[src/rtl/multicycle_control.sv]
// multicycle_control: LEGv8 multi-cycle control FSM with memory handshake, retire counter and sticky faults
module multicycle_control #(
  parameter int CNT_W   = 32,
  parameter int TIMEOUT = 255
) (
  input  logic             clk,
  input  logic             rst_n,
  input  logic [10:0]      op,
  input  logic             zero,
  input  logic             mem_ready,
  output logic             pc_write,
  output logic             ir_write,
  output logic             i_or_d,
  output logic             mem_read,
  output logic             mem_write,
  output logic             reg_write,
  output logic             mem_to_reg,
  output logic             reg2loc,
  output logic             alu_src_a,
  output logic [1:0]       alu_src_b,
  output logic [1:0]       alu_op,
  output logic             pc_source,
  output logic [3:0]       state,
  output logic [CNT_W-1:0] instr_count,
  output logic             illegal,
  output logic             mem_fault
);
  localparam int WW = $clog2(TIMEOUT + 2);
  localparam logic [3:0] S_FETCH = 4'd0, S_DECODE = 4'd1, S_ADDR = 4'd2, S_MEMRD = 4'd3,
                         S_LDWB = 4'd4, S_MEMWR = 4'd5, S_REXEC = 4'd6, S_RWB = 4'd7,
                         S_CBZ = 4'd8, S_BR = 4'd9, S_HALT = 4'd15;
  localparam logic [10:0] OP_LDUR = 11'b11111000010, OP_STUR = 11'b11111000000,
                          OP_ADD = 11'b10001011000, OP_SUB = 11'b11001011000,
                          OP_AND = 11'b10001010000, OP_ORR = 11'b10101010000;
  logic [3:0]       r_state, w_next, w_st;
  logic [WW-1:0]    r_wait;
  logic [CNT_W-1:0] r_cnt;
  logic             r_illegal, r_fault;
  logic             w_wait_st, w_tout, w_rfmt, w_cbz;
  assign w_wait_st = r_state == S_FETCH || r_state == S_MEMRD || r_state == S_MEMWR;
  assign w_tout = TIMEOUT != 0 && w_wait_st && !mem_ready && r_wait == WW'(TIMEOUT - 1);
  assign w_rfmt = op == OP_ADD || op == OP_SUB || op == OP_AND || op == OP_ORR;
  assign w_cbz = op[10:3] == 8'b10110100;
  assign w_st = rst_n ? r_state : S_FETCH;
  assign state = w_st;
  assign instr_count = r_cnt;
  assign illegal = r_illegal;
  assign mem_fault = r_fault;
  // state register; reset aborts any instruction in flight
  always_ff @(posedge clk) begin
    if (!rst_n) r_state <= S_FETCH;
    else r_state <= w_next;
  end
  // next-state: sequencing, opcode dispatch and memory-wait timeout
  always_comb begin
    w_next = S_HALT;
    case (r_state)
      S_FETCH:  w_next = mem_ready ? S_DECODE : S_FETCH;
      S_DECODE: w_next = (op == OP_LDUR || op == OP_STUR) ? S_ADDR :
                         w_rfmt ? S_REXEC : w_cbz ? S_CBZ :
                         op[10:5] == 6'b000101 ? S_BR : S_HALT;
      S_ADDR:   w_next = op == OP_STUR ? S_MEMWR : S_MEMRD;
      S_MEMRD:  w_next = mem_ready ? S_LDWB : S_MEMRD;
      S_LDWB:   w_next = S_FETCH;
      S_MEMWR:  w_next = mem_ready ? S_FETCH : S_MEMWR;
      S_REXEC:  w_next = S_RWB;
      S_RWB:    w_next = S_FETCH;
      S_CBZ:    w_next = S_FETCH;
      S_BR:     w_next = S_FETCH;
      default:  w_next = S_HALT;
    endcase
    if (w_tout) w_next = S_HALT;
  end
  // datapath controls decoded from state; strobes are suppressed during reset
  always_comb begin
    {pc_write, ir_write, i_or_d, mem_read, mem_write, reg_write, mem_to_reg, reg2loc, alu_src_a, pc_source} = '0;
    alu_src_b = 2'b00;
    alu_op = 2'b00;
    case (w_st)
      S_FETCH:  begin mem_read = 1'b1; alu_src_b = 2'b01; ir_write = mem_ready; pc_write = mem_ready; end
      S_DECODE: begin alu_src_b = 2'b11; reg2loc = op == OP_STUR || w_cbz; end
      S_ADDR:   begin alu_src_a = 1'b1; alu_src_b = 2'b10; reg2loc = op == OP_STUR; end
      S_MEMRD:  begin i_or_d = 1'b1; mem_read = 1'b1; end
      S_LDWB:   begin reg_write = 1'b1; mem_to_reg = 1'b1; end
      S_MEMWR:  begin i_or_d = 1'b1; mem_write = 1'b1; reg2loc = 1'b1; end
      S_REXEC:  begin alu_src_a = 1'b1; alu_op = 2'b10; end
      S_RWB:    reg_write = 1'b1;
      S_CBZ:    begin reg2loc = 1'b1; alu_op = 2'b01; pc_source = 1'b1; pc_write = zero; end
      S_BR:     begin pc_write = 1'b1; pc_source = 1'b1; end
      default:  ;
    endcase
    if (!rst_n) {pc_write, ir_write, mem_read, mem_write, reg_write} = '0;
  end
  // wait counter, retire counter and sticky fault flags
  always_ff @(posedge clk) begin
    if (!rst_n) begin
      r_wait <= '0;
      r_cnt <= '0;
      r_illegal <= 1'b0;
      r_fault <= 1'b0;
    end else begin
      r_wait <= (w_wait_st && !mem_ready && !w_tout) ? r_wait + 1'b1 : '0;
      if (w_next == S_FETCH && r_state != S_FETCH) r_cnt <= r_cnt + 1'b1;
      if (r_state == S_DECODE && w_next == S_HALT) r_illegal <= 1'b1;
      if (w_tout) r_fault <= 1'b1;
    end
  end
endmodule

[config.mk]
export PLATFORM = sky130hd
export DESIGN_NAME = multicycle_control
export DESIGN_NICKNAME = d
export VERILOG_FILES = /design/src/rtl/multicycle_control.sv
export SDC_FILE = /design/constraint.sdc
export NUM_CORES = 1
export LEC_CHECK = 0
export BUFFER_PORTS_ARGS = -buffer_cell sky130_fd_sc_hd__buf_2
export CAP_MARGIN = 20
export CORE_UTILIZATION = 25
export DETAILED_ROUTE_END_ITERATION = 10
export GPL_ROUTABILITY_DRIVEN = 0
export MAX_ROUTING_LAYER = met4
export PLACE_DENSITY = 0.48
export SLEW_MARGIN = 20
export SYNTH_ARGS = -nofsm -noshare
export SYNTH_HDL_FRONTEND = slang
export SYNTH_SLANG_ARGS = --single-unit
[constraint.sdc]
create_clock -name clk -period 2.9 [get_ports clk]
set_clock_uncertainty 0.2 [all_clocks]
set_input_delay 0.58 -clock clk [delete_from_list [all_inputs] [get_ports clk]]
set_output_delay 0.58 -clock clk [all_outputs]
set_load 0.005 [all_outputs]
## Word level (Yosys, flattened, before mapping)

Cells that the tools add are included.

- Add/sub/neg operators: 2
- Reduce and logical (&&, ||, !) cells: 26
- Mux-type cells: 28
- Eq/ne operators: 28

Operators with widths:

| kind | number |
|---|---|
| equality test 11 bit, second input constant | 6 |
| adder 32 x 1 -> 32 bit, second input constant | 1 |
| equality test 4 x 3 -> 1 bit, second input constant | 8 |
| case mux 4 bit (7 select lines) | 1 |
| equality test 4 bit, second input constant | 5 |
| equality test 4 x 2 -> 1 bit, second input constant | 4 |
| two-way mux 4 bit | 4 |
| two-way mux 3 bit | 5 |
| two-way mux 1 bit | 14 |
| logical NOT 4 bit | 3 |
| OR reduction 2 bit | 6 |
| adder 9 x 1 -> 9 bit, second input constant | 1 |
| equality test 9 x 8 -> 1 bit, second input constant | 1 |
| equality test 4 x 1 -> 1 bit, second input constant | 2 |
| equality test 8 bit, second input constant | 1 |
| logical OR 1 bit | 7 |
| equality test 6 x 3 -> 1 bit, second input constant | 1 |
| case mux 1 bit (3 select lines) | 2 |
| case mux 2 bit (3 select lines) | 1 |
| logical AND 1 bit | 5 |
| case mux 2 bit (2 select lines) | 1 |
| nonzero test 4 bit | 1 |
| OR reduction 4 bit | 1 |
| logical NOT 1 bit | 2 |
| AND reduction 2 bit | 1 |

- Flip-flop bits (word level): 47
- Output and inout port bits: 52

## Longest topological paths before layout

Gate-level depths: netlist of the first run.

- Word-level depth: 10
- Mapped depth: 7
- Depth with buffers taken out: 6

## Worst setup path before layout of the first run

OpenSTA, ideal clock, no wires.

- Kind: input to output
- From: in rst_n
- To: out pc_write
- Stages on the path: 5
- Setup slack: 482 ps
- Path buffers: 3
- Required time: 2120 ps
- Arrival time: 1638 ps
- Cell sequence: clkbuf_1 -> clkbuf_1 -> clkbuf_1 -> nand3_1 -> a21oi_1

- Cells in the longest elaborated chain, start to end: 4
- Elaborated cells between the ends (all ways): 6

Ends and longest elaborated chain:

| item | line | text |
|---|---|---|
| start: declaration | 7 | `input logic rst_n,` |
| two-way mux 4 bit | 44 | `assign w_st = rst_n ? r_state : S_FETCH;` |
| equality test 4 bit or logical NOT 4 bit (tied branches) | 79 | `case (w_st)` |
| case mux 1 bit (3 select lines) | 79 |  |
| two-way mux 1 bit (*) | 92 | `if (!rst_n) {pc_write, ir_write, mem_read, mem_write, reg_write} = '0;` |
| end: declaration | 11 | `output logic pc_write,` |

Mark *: on every way between the ends. The rest lies on a longest branch, timed or not.

## Worst setup path in the final report of the first run

- From: in op[3]
- To: out reg2loc

- Cells in the longest elaborated chain, start to end: 3
- Elaborated cells between the ends (all ways): 4

Ends and longest elaborated chain:

| item | line | text |
|---|---|---|
| start: declaration | 8 | `input logic [10:0] op,` |
| equality test 11 bit or equality test 8 bit (tied branches) | 81, 82, 43 |  |
| logical OR 1 bit | 81 | `S_DECODE: begin alu_src_b = 2'b11; reg2loc = op == OP_STUR \|\| w_cbz; end` |
| case mux 1 bit (3 select lines) (*) | 79 |  |
| end: declaration | 18 | `output logic reg2loc,` |

Marks and branches as above.

==> summary.md, run 1 <==
| Metric | Value |
|---|---|
| Routed Antenna Nets | `0` |
| CTS tree | `done` |
| DRC Markers | `0` |
| Max-slew violations | `0` |
| Fin area | `3310 um2` |
| GRT overflow | `0` |
| Synth area leaders | `dfxtp_1 35%, nand2b_1 5.5%, o41ai_1 4.5%` |
| Crit path cell chain | `buf_2 -> nor4bb_1 -> nand4_1 -> or2_2 -> o21ai_0 -> a211o_1 -> buf_2` |
| WHS Path Cells | `2` |
| RSZ-0062 raised after global routing | `no` |
| Reg-to-reg slack, setup | `0.49 ns` |
| DIE AREA | `11300 um2` |
| Port-buffer cells | `66` |
| Required time of the critical path | `2.12 ns` |
| Worst slew margin | `0.576` |
| Endpoints failing setup | `0` |
| Worst Hold End | `mem_fault` |
| Top FF cell, synth | `dfxtp_1` |
| Clock Latency Late Sink | `0.29 ns` |
| Ports | `67` |
| Crit path arrival time | `1.92 ns` |
| Routed len/inst | `13.6 um` |
| Leak pwr | `1.31 nW` |
| Net count after synthesis | `352` |
| Row count | `37` |
| Most common cell after layout, fill and taps aside | `buf_2` |
| Layout Area Growth over Synthesis | `22.0%` |
| Worst-Margin Slew | `0.635 ns` |
| Number of synthesized flops with an enable pin | `0` |
| Crit end category | `output pin` |
| Yosys Warn Count | `0` |
| Final net count | `413` |
| Via count | `2670` |
| PostCTS Resize Cnt | `0` |
| First-pass GRT wire length | `11900 um` |
| Die width | `106 um` |
| Tmin final | `2.70 ns` |
| Initial Utilization | `0.261` |
| DR vias/cell | `5.03` |
| Netlist cell types | `52` |
| Synthesized area per cell | `8.13 um2` |
| DRT Wirelength | `7210 um` |
| Max stage delay cell, worst path | `nor4bb_1` |
| Placed Area | `3210 um2` |
| Total iterations of the first detailed-routing run | `4` |
| CP max FO | `3` |
| Hold wc startpoint | `mem_fault` |
| Most frequent cells in the layout | `66 x buf_2, 47 x dfxtp_1, 32 x nand2_1, 27 x nor2_1, 24 x nand2b_1` |
| Startpoint types | `input pin` |
| Hold_buf cts | `0` |
| Most used cell, CP | `buf_2` |
| Register area share after synthesis | `0.346` |
| Worst Path Class, Setup | `input pin to output pin` |
| Drt first-iter violations | `121` |
| Ant. Diodes | `0` |
| Reg-to-reg startpoint | `instr_count[4]` |
| Clock transition at path regs | `0.08 ns` |
| Final setup TNS | `0 ns` |
| Pin count of the biggest net entering global routing | `50` |
| Power per cell area | `576 nW/um2` |
| Number of global-route vias before repair | `2463` |
| R2r endpoint | `instr_count[30]` |
| Antenna violations before repair | `0` |
| Post-synth top area cell | `dfxtp_1` |
| Fin. Hold Viols | `0` |
| Share of layout cells above drive strength 1 | `0.238` |
| DPL Wire Length | `5200 um` |
| CTS sink cnt | `47` |
| Cells after Synth | `334` |
| Synth top area share | `0.346` |
| Number of CTS-inserted buffers | `5` |
| Max-Cap Viols | `0` |
| Clk buf depth | `2` |
| Highest clock rate | `370 MHz` |
| Post-CTS Setup Bufs | `0` |
| FFs w/ async S/R, synth | `0` |
| Final period util | `0.931` |
| Htree depth | `2` |
| Core area | `10400 um2` |
| Peak VDD IR | `0.257 mV` |
| Post-Syn Area | `2720 um2` |
| Critical Path Max Stage Delay | `0.38 ns` |
| Reg2Reg Depth | `5` |
| Clk Tree Root Cell | `clkbuf_8` |
| Worst hold path type | `flip-flop to flip-flop` |
| Synthesis-stage register bit count | `47` |
| Vert. Die Dim | `106 um` |
| GR Util All Layers | `0.132` |
| Status | `complete, no violations` |
how the worst max path moves through the flow:
stage	startpoint	to	slack [ns]	depth (start not counted)
global placement	op[3]	reg2loc	0.24	7
finish	op[3]	reg2loc	0.20	7
global route	op[3]	reg2loc	0.09	7
CTS	op[3]	reg2loc	0.20	7
detailed placement	op[3]	reg2loc	0.20	7
floorplan	rst_n	pc_write	0.48	5
logic make-up (layout without fill, tap and decap cells):
logic type | after synthesis | in the layout | share of synthesized area
XOR/XNOR | 13 | 13 | 0.0419
adder cells (fa/ha/maj) | 3 | 3 | 0.0138
buffers and inverters | 34 | 95 | 0.0484
AO/OA/AOI/OAI | 66 | 66 | 0.191
multiplexers | 10 | 10 | 0.0373
AND/OR/NAND/NOR | 161 | 161 | 0.321
flip-flops | 47 | 47 | 0.346
state kept, by name, summed over array words and instances (netlist names):
register     count
instr_count     32
r_state          4
illegal          1
mem_fault        1
r_wait           9
metal layers:
| metal | global-route usage | wire (um) | share of wire | up-vias |
|---|---|---|---|---|
| met5 | - | 0 | 0 | - |
| met4 | 0.0327 | 79 | 0.011 | 0 |
| met3 | 0.0251 | 232 | 0.032 | 6 |
| met2 | 0.195 | 3110 | 0.43 | 48 |
| met1 | 0.184 | 3790 | 0.53 | 1250 |
| li1 | - | - | - | 1366 |
layout make-up:
type | instances | area [um2]
fill | 1136 | 7100
multi-input combinational | 253 | 1650
sequential | 47 | 941
timing repair buffer | 77 | 413
tap | 136 | 170
clock buffer | 6 | 72.6
inverter | 11 | 41.3
clock inverter | 1 | 30.0
worst max-delay path, delay by kind of cell:
family / cells / cell delay [ns]
and+or+nand+nor: 3 / 0.88
buffers and inverters: 2 / 0.22
AOI/OAI and AO/OA: 2 / 0.23
report_power, final:
group / switching (mW) / internal [mW]
sequential: 0.0915 / 0.684
combinational: 0.406 / 0.263
clock: 0.213 / 0.253
synthesized netlist by cell type (7+ instances only):
library cell	count
a21oi_1	8
nand3_1	18
xor2_1	7
nor2_1	28
o21ai_0	8
nor3_1	10
inv_1	11
nand4_1	9
o311ai_0	8
clkbuf_1	17
nand2b_1	24
mux2i_1	9
nor4_1	8
dfxtp_1	47
nand2_1	32
o41ai_1	14
through the flow:
stage	std cells	hold WS [ns]	util	total power, mW	setup WS [ns]
after global placement	524	0.266	0.308	1.46	0.244
after CTS	531	0.291	0.318	1.93	0.195
after detailed placement	524	0.277	0.308	1.46	0.198
after floorplan	334	0.241	-	1.22	0.482
final	531	0.285	0.318	1.91	0.201
after global routing	531	0.324	0.318	2.04	0.0936
Power figures use the tool's default switching activity.
==> inputs of run 2 (changes only) <==
--- a/config.mk
+++ b/config.mk
@@ -10,6 +10,7 @@
 export CORE_UTILIZATION = 25
 export DETAILED_ROUTE_END_ITERATION = 10
 export GPL_ROUTABILITY_DRIVEN = 0
+export HOLD_SLACK_MARGIN = 0.03
 export MAX_ROUTING_LAYER = met4
 export PLACE_DENSITY = 0.48
 export SLEW_MARGIN = 20
==> constraint.sdc (replaced) <==
create_clock -name clk -period 3.1 [get_ports clk]
set_clock_uncertainty 0.2 [all_clocks]
set_input_delay 0.62 -clock clk [delete_from_list [all_inputs] [get_ports clk]]
set_output_delay 0.62 -clock clk [all_outputs]
set_load 0.005 [all_outputs]
==> run 2 against run 1 <==
Worst hold slack worse by 0.0061 ns. Global-route usage hardly changed. Routed wire length is 3.1% lower. Flip-flop and latch count stayed put. Via count is 1.0% lower. Critical path depth is 1 lower. Clock power hardly changed. Utilization hardly changed. Sequential power is 5.5% lower. Die area stayed put. Largest power group unchanged. Highest routed layer unchanged.
==> summary.md, run 2 (same netlist as run 1, synthesis figures left out) <==
| Metric | Value |
|---|---|
| DRT Wirelength | `6990 um (-3.1%)` |
| Number of global-route vias before repair | `2402 (-2.5%)` |
| CTS sink cnt | `47 (unchanged)` |
| CTS tree | `done` |
| GRT overflow | `0 (unchanged)` |
| Clk Tree Root Cell | `clkbuf_8` |
| Max stage delay cell, worst path | `dfxtp_1` |
| Placed Area | `3190 um2 (-0.55%)` |
| Logic pwr share | `0.337 (-0.013)` |
| Row count | `37 (unchanged)` |
| Gr busiest metal | `met1` |
| Crit end category | `output pin` |
| Port-buffer cells | `66 (unchanged)` |
| Most frequent cells in the layout | `66 x buf_2, 47 x dfxtp_1, 32 x nand2_1, 27 x nor2_1, 24 x nand2b_1` |
| Layout Area Growth over Synthesis | `21.9% (about the same)` |
| Vert. Die Dim | `106 um (unchanged)` |
| Number of CTS-inserted buffers | `5 (unchanged)` |
| Endpoints failing setup | `0 (unchanged)` |
| DP Worst Slack | `0.354 ns (+0.156 ns)` |
| Fin. Hold Viols | `0 (unchanged)` |
| Met2 Use GR | `0.186 (-0.00881)` |
| Pin count of the biggest net entering global routing | `55 (+10%)` |
| Required time of the critical path | `2.28 ns (+0.16 ns)` |
| Peak VDD IR | `0.242 mV (-5.7%)` |
| Sequential power share | `0.405 (about the same)` |
| M1 GR Usage | `0.192 (+0.00831)` |
| Startpoint types | `flip-flop` |
| Critical Path Max Stage Delay | `0.65 ns (+0.27 ns)` |
| Tmin final | `2.78 ns` |
| Worst-Margin Slew | `0.698 ns (+0.0630 ns)` |
| Share of layout cells above drive strength 1 | `0.235 (-0.00328)` |
| Leak pwr | `1.31 nW (-0.33%)` |
| P_sw | `665 uW (-6.5%)` |
| Htree depth | `2 (unchanged)` |
| Routed len/inst | `13.2 um (-2.5%)` |
| Max-Cap Viols | `0 (unchanged)` |
| Ant. Diodes | `0 (unchanged)` |
| Clock power share | `0.258 (+0.014)` |
| DRC Markers | `0 (unchanged)` |
| Final period util | `0.896` |
| First-pass GRT wire length | `11900 um (+0.23%)` |
| Final net count | `409 (-0.97%)` |
| Post-Layout Cell Count | `528 (-0.56%)` |
| Sw Share | `0.368 (-0.00427)` |
| Crit path cell chain | `nand2_1 -> and3_1 -> nand2_1 -> o21ai_0 -> a211o_1 -> buf_2` |
| Most used cell, CP | `nand2_1` |
| Clk buf depth | `2 (unchanged)` |
| Initial Utilization | `0.261 (unchanged)` |
| Met3 GRT Util | `0.0215 (-0.00368)` |
| Crit path arrival time | `1.96 ns (+0.04 ns)` |
| DR vias/cell | `5.00 (-0.49%)` |
| Worst hold path type | `flip-flop to flip-flop` |
| Clock transition at path regs | `0.09 ns (about the same)` |
| GR Util All Layers | `0.132 (+0.000240)` |
| Status | `complete, no violations` |
| Internal power | `1.14 mW (-4.8%)` |
| Clock Latency Late Sink | `0.30 ns (about the same)` |
| CP max FO | `17 (+14)` |
| Final setup margin | `0.323 ns (+0.122 ns)` |
| Worst slew margin | `0.523 (-0.0530)` |
| Power per cell area | `546 nW/um2 (-5.3%)` |
| Final setup TNS | `0 ns (unchanged)` |
| Post-CTS Setup Bufs | `0 (unchanged)` |
| Worst Path Class, Setup | `flip-flop to output pin` |
| Routed Antenna Nets | `0 (unchanged)` |
| Ports | `67 (unchanged)` |
| Hold slack | `0.279 ns (-0.00608 ns)` |
| PostCTS Resize Cnt | `0 (unchanged)` |
| Max reg flops | `32 (unchanged)` |
| Most common cell after layout, fill and taps aside | `buf_2` |
| RSZ-0062 raised after global routing | `no` |
| Max-slew violations | `0 (unchanged)` |
| Via count | `2642 (-1.0%)` |
| DIE AREA | `11300 um2 (unchanged)` |
| Core area | `10400 um2 (unchanged)` |
| Fin area | `3310 um2 (about the same)` |
| Hold_buf cts | `0 (unchanged)` |
| Antenna violations before repair | `0 (unchanged)` |
| DPL Wire Length | `5060 um (-2.7%)` |
| Drt first-iter violations | `151 (+25%)` |
| Die width | `106 um (unchanged)` |
| Post-Place Cells | `520 (-0.76%)` |
| Highest clock rate | `360 MHz` |
| Total iterations of the first detailed-routing run | `4 (unchanged)` |
==> run 2: worst max-delay path, delay by kind of cell, from the launching register on <==
kind            cells  cell delay (ns)
simple gates        3             0.51
flops               1             0.65
buf+inv             1             0.12
compound gates      2             0.37
==> run 2: final cells by class <==
| class | count | area [um2] |
|---|---|---|
| Multi-Input combinational cell | 253 | 1650 |
| Inverter | 11 | 41.3 |
| Tap cell | 136 | 170 |
| Clock buffer | 6 | 82.6 |
| Fill cell | 1131 | 7100 |
| Clock inverter | 2 | 35.0 |
| Timing Repair Buffer | 73 | 395 |
| Sequential cell | 47 | 941 |
==> run 2: path summary, 6_finish.rpt <==
check              from        end  slack, ns  cells past startpoint
max reg2reg  r_state[2]  r_wait[2]       0.70                      4
max          r_state[2]    reg2loc       0.32                      6
min reg2reg   mem_fault  mem_fault       0.28                      2
min           mem_fault  mem_fault       0.28                      2
==> run 2: power groups by stage <==
stage	Combinational (mW)	Sequential [mW]	Clock [mW]
3_3_place_gp	0.609	0.749	0
6_report	0.608	0.732	0.467
2_1_floorplan	0.461	0.678	0
5_1_grt	0.680	0.749	0.521
4_1_cts	0.614	0.735	0.487
3_5_place_dp	0.611	0.749	0
==> run 2: routing by layer <==
layer	share of wire	vias to the layer above	routed length, um
li1	-	1357	-
met1	0.52	1212	3660
met2	0.42	67	2940
met3	0.042	6	296
met4	0.014	0	97
met5	0	-	0
==> run 2: stage by stage <==
step / util / total power [mW]
2_1_floorplan: - / 1.14
3_3_place_gp: 0.307 / 1.36
3_5_place_dp: 0.307 / 1.36
4_1_cts: 0.318 / 1.84
5_1_grt: 0.318 / 1.95
6_report: 0.318 / 1.81
